`src/rtl/jt6295_rom_resp_if.sv`:
```
// ROM-port bundle between the ADPCM slot arbiter, the byte responder and the
// 16-bit memory controller. The responder uses the slave view; the
// surrounding system (arbiter plus memory controller) uses the master view.
interface jt6295_rom_resp_if #(
   parameter int AW = 18
);
   logic [AW-1:0] rom_addr;
   logic [7:0]    rom_data;
   logic          rom_ok;
   logic          flush;
   logic [AW-2:0] mem_addr;
   logic          mem_req;
   logic          mem_ack;
   logic [15:0]   mem_data;

   modport master (
      output rom_addr, flush, mem_ack, mem_data,
      input  rom_data, rom_ok, mem_addr, mem_req
   );

   modport slave (
      input  rom_addr, flush, mem_ack, mem_data,
      output rom_data, rom_ok, mem_addr, mem_req
   );
endinterface

```
`src/rtl/jt6295_rom_resp.sv`:
```
// ADPCM ROM byte responder: a current-word buffer plus a prefetched next-word
// buffer in front of a 16-bit req/ack memory port. Hits are resolved
// combinationally against the live byte address.
module jt6295_rom_resp #(
   parameter int AW       = 18,
   parameter bit PREFETCH = 1'b1
) (
   input  logic             clk,
   input  logic             rst,
   jt6295_rom_resp_if.slave bus
);
   localparam int TW = AW - 1;

   localparam logic [1:0] ST_IDLE   = 2'd0;
   localparam logic [1:0] ST_DFETCH = 2'd1;
   localparam logic [1:0] ST_PFETCH = 2'd2;

   logic [1:0]    state_q, state_d;
   logic [TW-1:0] mem_addr_q, mem_addr_d;
   logic          mem_req_q, mem_req_d;
   logic [TW-1:0] cur_tag_q, cur_tag_d;
   logic [15:0]   cur_data_q, cur_data_d;
   logic          cur_vld_q, cur_vld_d;
   logic [TW-1:0] nxt_tag_q, nxt_tag_d;
   logic [15:0]   nxt_data_q, nxt_data_d;
   logic          nxt_vld_q, nxt_vld_d;
   logic [7:0]    last_q, last_d;
   logic          discard_q, discard_d;

   logic [TW-1:0] tag;
   logic          hit_cur;
   logic          hit_nxt;
   logic [7:0]    byte_out;
   logic          ack;
   logic          nxt_has_pf;

   function automatic logic [7:0] pick_byte(input logic [15:0] w, input logic sel);
      return sel ? w[15:8] : w[7:0];
   endfunction

   // Hit detection and byte selection against the live address; on a miss
   // the last returned byte is held.
   always_comb begin
      tag     = bus.rom_addr[AW-1:1];
      hit_cur = cur_vld_q && (cur_tag_q == tag);
      hit_nxt = nxt_vld_q && (nxt_tag_q == tag) && !hit_cur;
      if (hit_cur)
         byte_out = pick_byte(cur_data_q, bus.rom_addr[0]);
      else if (hit_nxt)
         byte_out = pick_byte(nxt_data_q, bus.rom_addr[0]);
      else
         byte_out = last_q;
   end

   assign bus.rom_ok   = hit_cur | hit_nxt;
   assign bus.rom_data = byte_out;
   assign bus.mem_addr = mem_addr_q;
   assign bus.mem_req  = mem_req_q;

   // Fetch FSM: promotion, demand fills, prefetch fills and flush handling.
   always_comb begin
      state_d    = state_q;
      mem_addr_d = mem_addr_q;
      mem_req_d  = mem_req_q;
      cur_tag_d  = cur_tag_q;
      cur_data_d = cur_data_q;
      cur_vld_d  = cur_vld_q;
      nxt_tag_d  = nxt_tag_q;
      nxt_data_d = nxt_data_q;
      nxt_vld_d  = nxt_vld_q;
      last_d     = byte_out;
      discard_d  = discard_q;
      ack        = mem_req_q && bus.mem_ack;
      nxt_has_pf = nxt_vld_q && (nxt_tag_q == mem_addr_q + TW'(1));

      case (state_q)
         ST_IDLE: begin
            discard_d = 1'b0;
            if (bus.flush) begin
               // Buffers are cleared below; the miss is taken next cycle.
               state_d = ST_IDLE;
            end else if (hit_nxt) begin
               cur_tag_d  = nxt_tag_q;
               cur_data_d = nxt_data_q;
               cur_vld_d  = 1'b1;
               nxt_vld_d  = 1'b0;
               if (PREFETCH) begin
                  state_d    = ST_PFETCH;
                  mem_addr_d = nxt_tag_q + TW'(1);
                  mem_req_d  = 1'b1;
               end
            end else if (!hit_cur) begin
               state_d    = ST_DFETCH;
               mem_addr_d = tag;
               mem_req_d  = 1'b1;
            end
         end

         ST_DFETCH, ST_PFETCH: begin
            if (ack) begin
               mem_req_d = 1'b0;
               discard_d = 1'b0;
               if (discard_q || bus.flush) begin
                  state_d = ST_IDLE;
               end else if (state_q == ST_DFETCH) begin
                  cur_tag_d  = mem_addr_q;
                  cur_data_d = bus.mem_data;
                  cur_vld_d  = 1'b1;
                  // Request stays low this cycle; PFETCH raises it next.
                  state_d    = (PREFETCH && !nxt_has_pf) ? ST_PFETCH : ST_IDLE;
               end else begin
                  nxt_tag_d  = mem_addr_q;
                  nxt_data_d = bus.mem_data;
                  nxt_vld_d  = 1'b1;
                  state_d    = ST_IDLE;
               end
            end else begin
               discard_d = discard_q | bus.flush;
               // Only reached right after a demand fill: fetch the following word.
               if (!mem_req_q) begin
                  mem_req_d  = 1'b1;
                  mem_addr_d = mem_addr_q + TW'(1);
               end
            end
         end

         default: begin
            state_d   = ST_IDLE;
            mem_req_d = 1'b0;
         end
      endcase

      if (bus.flush) begin
         cur_vld_d = 1'b0;
         nxt_vld_d = 1'b0;
      end
   end

   // State and buffer registers with synchronous reset.
   always_ff @(posedge clk) begin
      if (rst) begin
         state_q    <= ST_IDLE;
         mem_addr_q <= '0;
         mem_req_q  <= 1'b0;
         cur_tag_q  <= '0;
         cur_data_q <= '0;
         cur_vld_q  <= 1'b0;
         nxt_tag_q  <= '0;
         nxt_data_q <= '0;
         nxt_vld_q  <= 1'b0;
         last_q     <= '0;
         discard_q  <= 1'b0;
      end else begin
         state_q    <= state_d;
         mem_addr_q <= mem_addr_d;
         mem_req_q  <= mem_req_d;
         cur_tag_q  <= cur_tag_d;
         cur_data_q <= cur_data_d;
         cur_vld_q  <= cur_vld_d;
         nxt_tag_q  <= nxt_tag_d;
         nxt_data_q <= nxt_data_d;
         nxt_vld_q  <= nxt_vld_d;
         last_q     <= last_d;
         discard_q  <= discard_d;
      end
   end
endmodule
```
`src/flat_wrapper.sv`:
```
// flat-port wrapper written by rule: the top's interface ports become plain ports
module jt6295_rom_resp_flat 
#(
   parameter int AW       = 18,
   parameter bit PREFETCH = 1'b1
)
  (clk, rst, bus_rom_addr, bus_flush, bus_mem_ack, bus_mem_data, bus_rom_data, bus_rom_ok, bus_mem_addr, bus_mem_req);
  jt6295_rom_resp_if #(.AW(AW)) bus_i ();
  input  logic clk;
  input  logic rst;
  input wire logic [$bits(bus_i.rom_addr)-1:0] bus_rom_addr;
  input wire logic [$bits(bus_i.flush)-1:0] bus_flush;
  input wire logic [$bits(bus_i.mem_ack)-1:0] bus_mem_ack;
  input wire logic [$bits(bus_i.mem_data)-1:0] bus_mem_data;
  output wire logic [$bits(bus_i.rom_data)-1:0] bus_rom_data;
  output wire logic [$bits(bus_i.rom_ok)-1:0] bus_rom_ok;
  output wire logic [$bits(bus_i.mem_addr)-1:0] bus_mem_addr;
  output wire logic [$bits(bus_i.mem_req)-1:0] bus_mem_req;
  assign bus_i.rom_addr = bus_rom_addr;
  assign bus_i.flush = bus_flush;
  assign bus_i.mem_ack = bus_mem_ack;
  assign bus_i.mem_data = bus_mem_data;
  assign bus_rom_data = bus_i.rom_data;
  assign bus_rom_ok = bus_i.rom_ok;
  assign bus_mem_addr = bus_i.mem_addr;
  assign bus_mem_req = bus_i.mem_req;
  jt6295_rom_resp #(.AW(AW), .PREFETCH(PREFETCH)) u_core (.clk(clk), .rst(rst), .bus(bus_i));
endmodule
```
`config.mk`:
```
export PLATFORM = sky130hd
export DESIGN_NAME = jt6295_rom_resp_flat
export DESIGN_NICKNAME = d
export VERILOG_FILES = /design/src/rtl/jt6295_rom_resp_if.sv /design/src/rtl/jt6295_rom_resp.sv /design/src/flat_wrapper.sv
export SDC_FILE = /design/constraint.sdc
export NUM_CORES = 1
export LEC_CHECK = 0
export CORE_ASPECT_RATIO = 1.4
export CORE_MARGIN = 2
export CORE_UTILIZATION = 60
export CTS_BUF_LIST = sky130_fd_sc_hd__clkbuf_4
export DETAILED_ROUTE_END_ITERATION = 16
export PLACE_DENSITY = 0.92
export SLEW_MARGIN = 10
export SYNTH_ARGS = -nofsm -noshare
export SYNTH_HDL_FRONTEND = slang
export SYNTH_SLANG_ARGS = --single-unit
```
`constraint.sdc`:
```
create_clock -name clk -period 3.2 [get_ports clk]
set_input_delay 0.64 -clock clk [delete_from_list [all_inputs] [get_ports clk]]
set_output_delay 0.64 -clock clk [all_outputs]
set_load 0.01 [all_outputs]
```
==> results of run 1 <==
-- cells in the final DEF (no fill, tap or decap), types with 5 or more instances in the layout --
| master | n |
|---|---|
| a21oi_2 | 5 |
| nor2_1 | 65 |
| or3_1 | 13 |
| and2_1 | 13 |
| xnor2_2 | 5 |
| o211ai_1 | 6 |
| nor3b_1 | 9 |
| mux2i_1 | 59 |
| inv_1 | 9 |
| nor2b_1 | 14 |
| and4b_1 | 5 |
| a211oi_4 | 5 |
| buf_4 | 78 |
| nor3_1 | 11 |
| mux2_2 | 10 |
| buf_12 | 7 |
| xor2_1 | 27 |
| a211oi_2 | 13 |
| dfxtp_1 | 94 |
| nand3_1 | 28 |
| clkdlybuf4s50_1 | 38 |
| ha_1 | 6 |
| a211oi_1 | 23 |
| o21ai_0 | 9 |
| a21oi_4 | 5 |
| nand4_1 | 16 |
| dlygate4sd2_1 | 11 |
| and3_1 | 5 |
| xnor2_1 | 37 |
| a21oi_1 | 47 |
| nand2b_1 | 7 |
| a31oi_1 | 12 |
| buf_2 | 9 |
| clkbuf_4 | 10 |
| nand2_1 | 91 |
-- registers in the layout, summed over array words and instances (netlist names) --
signal,count
u_core.bus.mem_addr,17
u_core.last_q,8
u_core.nxt_tag_q,17
u_core.state_q,2
u_core.nxt_data_q,16
u_core.nxt_vld_q,1
u_core.cur_tag_q,17
u_core.cur_vld_q,1
u_core.discard_q,1
u_core.bus.mem_req,1
u_core.cur_data_q,16
-- metrics by stage --
stage	cells	instance area, um2	total power, mW	utilization
3_3_place_gp	993	7566	1.868	0.7310
3_5_place_dp	993	7566	1.888	0.7310
4_1_cts	1012	7843	2.546	0.7577
2_1_floorplan	783	6380	1.636	-
5_1_grt	1012	7900	2.642	0.7633
6_report	1012	7900	2.566	0.7633
-- area by class of cell --
| type | instances | area [um2] |
|---|---|---|
| Multi-Input combinational cell | 602 | 4293 |
| Fill cell | 715 | 2450 |
| Sequential cell | 97 | 1946 |
| Timing Repair Buffer | 150 | 1323 |
| Tap cell | 138 | 172.7 |
| Clock buffer | 10 | 75.07 |
| Clock inverter | 5 | 55.05 |
| Inverter | 9 | 33.78 |
| Antenna cell | 1 | 2.502 |
-- metal layers --
layer,wire (um),vias up
met2,10350,388
li1,-,2914
met3,1443,122
met1,7320,3046
met4,1419,0
met5,0,-
-- cells in the mapped netlist, types with 3 or more instances --
cell type and n:
and3_1 5, nand3_1 28, a21oi_1 55, nor3_1 13
o211ai_1 6, xor2_1 30, nor2_1 65, dfxtp_1 97
inv_1 9, a31oi_1 12, and2_1 13, nand4_1 16
o21ai_0 9, nor2b_1 14, ha_1 7, o221ai_1 4
and4_1 3, buf_4 3, xnor2_1 42, nand2b_1 7
nor4_1 3, nor3b_1 9, mux2i_1 61, a211oi_1 31
buf_2 22, a211oi_2 10, mux2_2 10, nand2_1 91
clkbuf_1 46, and4b_1 5, or3_1 13
-- worst paths after layout --
kind / startpoint / end / slack, ps / depth (start not counted)
max: bus_rom_addr[15] / bus_rom_data[5] / 9 / 9
min: u_core.nxt_data_q[0]$_SDFFE_PP0P_ / u_core.nxt_data_q[0]$_SDFFE_PP0P_ / 480 / 2
max reg2reg: u_core.bus.mem_addr[1]$_SDFFE_PP0P_ / u_core.state_q[1]$_SDFFE_PP0P_ / 290 / 7
min reg2reg: u_core.nxt_data_q[0]$_SDFFE_PP0P_ / u_core.nxt_data_q[0]$_SDFFE_PP0P_ / 480 / 2
-- power by group through the flow --
stage	logic, mW	registers (mW)	clock network, mW
after detailed placement	0.570	1.32	0
after global placement	0.553	1.32	0
after CTS	0.573	1.29	0.680
final	0.594	1.30	0.676
after floorplan	0.329	1.31	0
after global routing	0.629	1.30	0.713
-- critical path, cell delays in order --
cell and delay, ps:
dlygate4sd2_1 270, xor2_1 180, or4_1 430, nor3_2 200, nand4_2 170, buf_12 190, buf_12 150, a21oi_2 160
buf_2 150
-- timing repair --
item,CTS,global route
cloned,1,0
setup buffers,3,0
pin swaps,15,10
endpoints found under the hold margin,0,0
gates resized for setup,87,20
setup endpoints to repair,9,9
-- cells by family after synthesis --
kind of cell,after synthesis,share of synthesized area
XOR/XNOR,72,0.09884
flip-flops,97,0.3044
adder cells (fa/ha/maj),7,0.01373
multiplexers,71,0.1134
AND/OR/NAND/NOR,304,0.2491
buffers and inverters,84,0.05786
AO/OA/AOI/OAI,148,0.1628
==> impl_metrics.env, run 1 <==
export IMPL_outcome="finished clean"
export IMPL_synth_async_sr_flop_share=0
export IMPL_relSlewSlack=0.6003
export IMPL_yosys_register_bits=97
export IMPL_clk_latency_ps=470
export IMPL_ys_top_cells_by_area="dfxtp_1 30%, mux2i_1 9.6%, xnor2_1 5.8%"
export IMPL_synth_cell_type_count=61
export IMPL_vias=6470
export IMPL_tightest_slew_ps=599.6
export IMPL_drt_iter0_markers=719
export IMPL_rsz0062_at_grt="yes"
export IMPL_clockPowerShare=0.263
export IMPL_htreeDepth=3
export IMPL_avgRoutedWirePerCell_um=20.29
export IMPL_clkSlewWorstSetupHoldPaths_ps=140
export IMPL_maxSlewViolCount=0
export IMPL_max_freq_mhz=313.4
export IMPL_start_util=0.6164
export IMPL_skew_ps=19.68
export IMPL_hold_violations=0
export IMPL_die_w_um=91.15
export IMPL_cellPowerDensity_nw_per_um2=324.7
export IMPL_crit_type="in -> out"
export IMPL_synth_nets=828
export IMPL_place_congestion=1.059
export IMPL_cp_arrival_ps=2550
export IMPL_area_delta_synth_final_pct=23.83
export IMPL_synth_top_area_share=0.3044
export IMPL_fin_nets=914
export IMPL_drc=0
export IMPL_port_buffers=64
export IMPL_gr_max_usage_layer="met2"
export IMPL_cp_max_fo=8
export IMPL_pre_cts_slack_ps=-739.5
export IMPL_holdCritPathClass="reg -> reg"
export IMPL_grt_pass1_wl_mm=31.88
export IMPL_setup_tns_ps=0
export IMPL_vdd_drop_max_v=0.0002952
export IMPL_power_frac_comb=0.231
export IMPL_cp_end_kind="primary output"
export IMPL_drt_total_wl_mm=20.53
export IMPL_min_period_over_period=0.9972
export IMPL_cts_max_path_buffers=2
export IMPL_use_met1=0.3896
export IMPL_cp_data_required_time_ps=2560
export IMPL_period_minus_slack_ps=3191
export IMPL_cts_hold_buf=0
export IMPL_grt_usage=0.3495
export IMPL_netlist_area_um2=6380
export IMPL_synth_top_area_cell="dfxtp_1"
export IMPL_sw_frac_of_total=0.3137
export IMPL_grtUsageMet2=0.5991
export IMPL_cts_tree="yes"
export IMPL_p_leak_nw=2.965
export IMPL_cts_root_buf="clkbuf_4"
export IMPL_yosysSeqAreaShare=0.3044
export IMPL_grt_start_max_net_pins=88
export IMPL_synth_cells=783
export IMPL_syn_area_per_cell_um2=8.148
export IMPL_seqPwrFrac=0.505
export IMPL_ys_warn_count=0
export IMPL_clkSinkCount=97
export IMPL_viasPerCell=6.393
export IMPL_finalSetupViolCount=0
export IMPL_io_pins=65
export IMPL_startpoint_type="input pin"
export IMPL_grt_pass1_vias=6457
export IMPL_antenna_found_initial=1
export IMPL_dr_pass1_iters=6
export IMPL_dieHeight_um=126.0
export IMPL_core_area_um2=10350
export IMPL_holdWs_ps=484.4
export IMPL_die_area_um2=11490
export IMPL_drive_above_1_share=0.2119
export IMPL_cap_violations=0
export IMPL_dp_hpwl_mm=14.29
export IMPL_p_int_mw=1.761
export IMPL_met3_usage=0.05383
export IMPL_synth_edf_count=0
export IMPL_synth_top_flop_cell="dfxtp_1"
export IMPL_numCtsBuffers=9
export IMPL_net_switching_power_mw=0.8048
export IMPL_placementRows=44
export IMPL_setup_ws_ps=9.091
export IMPL_ant_nets=0
export IMPL_grt_overflow=0
(Power assumes the default switching activity.)
==> run 2: changes to the inputs <==
--- a/config.mk
+++ b/config.mk
@@ -5,11 +5,13 @@
 export SDC_FILE = /design/constraint.sdc
 export NUM_CORES = 1
 export LEC_CHECK = 0
+export CAP_MARGIN = 30
 export CORE_ASPECT_RATIO = 1.4
 export CORE_MARGIN = 2
 export CORE_UTILIZATION = 60
 export CTS_BUF_LIST = sky130_fd_sc_hd__clkbuf_4
 export DETAILED_ROUTE_END_ITERATION = 16
+export GPL_TIMING_DRIVEN = 0
 export PLACE_DENSITY = 0.92
 export SLEW_MARGIN = 10
 export SYNTH_ARGS = -nofsm -noshare
==> impl_metrics.env, run 2 (synthesis gave the netlist of run 1 again) <==
export IMPL_multi_input_area_um2=4310
export IMPL_cp_end_kind="primary output"
export IMPL_max_freq_mhz=299.9
export IMPL_dp_hpwl_mm=14.81
export IMPL_finalPower_mw=2.563
export IMPL_cts_root_buf="clkbuf_4"
export IMPL_mostFrequentLayoutCells="90 x nand2_1, 89 x dfxtp_1, 65 x nor2_1, 58 x mux2i_1, 48 x a21oi_1"
export IMPL_setup_ws_ps=-133.9
export IMPL_clkSinkCount=97
export IMPL_die_w_um=91.15
export IMPL_antenna_found_initial=1
export IMPL_viasPerCell=6.766
export IMPL_io_pins=65
export IMPL_holdCritPathClass="reg -> reg"
export IMPL_cap_violations=0
export IMPL_cp_data_required_time_ps=2560
export IMPL_cts_tree="yes"
export IMPL_fin_cells=1001
export IMPL_clk_latency_ps=520
export IMPL_cp_arrival_ps=2690
export IMPL_p_leak_nw=2.798
export IMPL_grt_pass1_vias=6297
export IMPL_outcome="finished with violations"
export IMPL_grt_start_max_net_pins=20
export IMPL_drc=0
export IMPL_clkSlewWorstSetupHoldPaths_ps=190
export IMPL_regArea_um2=1957
export IMPL_rsz0062_at_grt="yes"
export IMPL_core_area_um2=10350
export IMPL_mostFrequentLayoutCell="nand2_1"
export IMPL_htreeDepth=3
export IMPL_finalSetupViolCount=7
export IMPL_violations="setup timing"
export IMPL_cp_max_fo=6
export IMPL_dr_pass1_iters=7
export IMPL_cts_hold_buf=0
export IMPL_ant_nets=0
export IMPL_area_delta_synth_final_pct=19.12
export IMPL_placementRows=44
export IMPL_min_period_over_period=1.042
export IMPL_die_area_um2=11490
export IMPL_port_buffers=61
export IMPL_drt_iter0_markers=1029
export IMPL_numCtsBuffers=9
export IMPL_maxSlewViolCount=0
export IMPL_relSlewSlack=0.3733
export IMPL_drive_above_1_share=0.1729
export IMPL_startpoint_type="flip-flop"
export IMPL_cts_max_path_buffers=2
export IMPL_start_util=0.6164
export IMPL_crit_type="reg -> out"
export IMPL_place_congestion=0.9735
export IMPL_cellPowerDensity_nw_per_um2=337.3
export IMPL_hold_violations=0
export IMPL_tightest_slew_ps=940.1
export IMPL_period_minus_slack_ps=3334
export IMPL_vias=6773
export IMPL_grt_usage=0.3612
export IMPL_grt_overflow=0
export IMPL_avgRoutedWirePerCell_um=22.21
export IMPL_dieHeight_um=126.0
export IMPL_grt_pass1_wl_mm=32.43
export IMPL_skew_ps=23.08
export IMPL_nFillCells=743
export IMPL_fin_nets=902
export IMPL_dp_cells=983
export IMPL_drt_total_wl_mm=22.23
export IMPL_vdd_drop_max_v=0.0003960
==> run 2: cell count changes in the layout (fill, tap and decap cells not counted), sizes merged <==
| cell | delta |
|---|---|
| bufinv | -1 |
| clkinv | +4 |
| buf | -49 |
| dlymetal6s2s | -2 |
| dlygate4sd2 | +1 |
| clkbuf | +39 |
| clkdlybuf4s15 | +1 |
| clkinvlp | -1 |
| clkdlybuf4s50 | -3 |
==> run 2: power by group <==
| group | total, mW | switching [mW] | internal (mW) |
|---|---|---|---|
| Combinational | 0.580 | 0.349 | 0.230 |
| Clock | 0.700 | 0.516 | 0.183 |
| Sequential | 1.28 | 0.0372 | 1.25 |
| Total | 2.56 | 0.903 | 1.66 |
==> run 2: layer usage <==
metal,up-vias,part of all wire,global-route usage
li1,2908,-,-
met1,3115,0.33,0.3945
met2,559,0.47,0.6022
met3,191,0.10,0.07416
met4,0,0.094,0.2914
met5,-,0,0
==> run 2: critical path, cell delays in order (launching register included) <==
cell	delay, ps
dfxtp_1	640
xnor2_2	190
nand4_1	220
nor3_4	330
nand2_8	130
buf_12	160
mux2i_2	250
a21oi_4	90
buf_2	140
==> run 2: through the flow <==
stage | setup slack [ps] | utilization | setup TNS [ps] | hold WS [ps] | area (um2)
2_1_floorplan | 370.9 | - | 0 | 445.2 | 6380
3_3_place_gp | -1031 | 0.6921 | -10680 | 452.9 | 7163
3_5_place_dp | -1032 | 0.6926 | -11060 | 461.3 | 7168
4_1_cts | -31.78 | 0.7228 | -31.78 | 481.9 | 7481
5_1_grt | -215.4 | 0.7343 | -1185 | 504.3 | 7600
6_report | -133.9 | 0.7343 | -513.6 | 481.8 | 7600
==> run 2: area by class of cell <==
type,instances,area share
flip-flops and latches,97,0.2575
multi-input cells,602,0.5672
diodes,1,0.0003293
plain buffers,63,0.03984
clock inverters,7,0.01037
well taps,138,0.02272
clock buffers,9,0.008890
repair buffers,75,0.08874
inverters,9,0.004445
==> run 2: final timing paths <==
kind,from,endpoint,slack [ps],cells past startpoint
max,u_core.nxt_tag_q[10]$_SDFFE_PP0P_,bus_rom_data[0],-130,8
min,u_core.nxt_data_q[4]$_SDFFE_PP0P_,u_core.nxt_data_q[4]$_SDFFE_PP0P_,480,2
min reg2reg,u_core.nxt_data_q[4]$_SDFFE_PP0P_,u_core.nxt_data_q[4]$_SDFFE_PP0P_,480,2
max reg2reg,u_core.bus.mem_addr[0]$_SDFFE_PP0P_,u_core.state_q[1]$_SDFFE_PP0P_,50,7
==> run 2: what timing repair did <==
item                       CTS  global route
pin swaps                   14             7
resized for setup           91            37
setup endpoints to repair    9             9
setup buffers                6             7
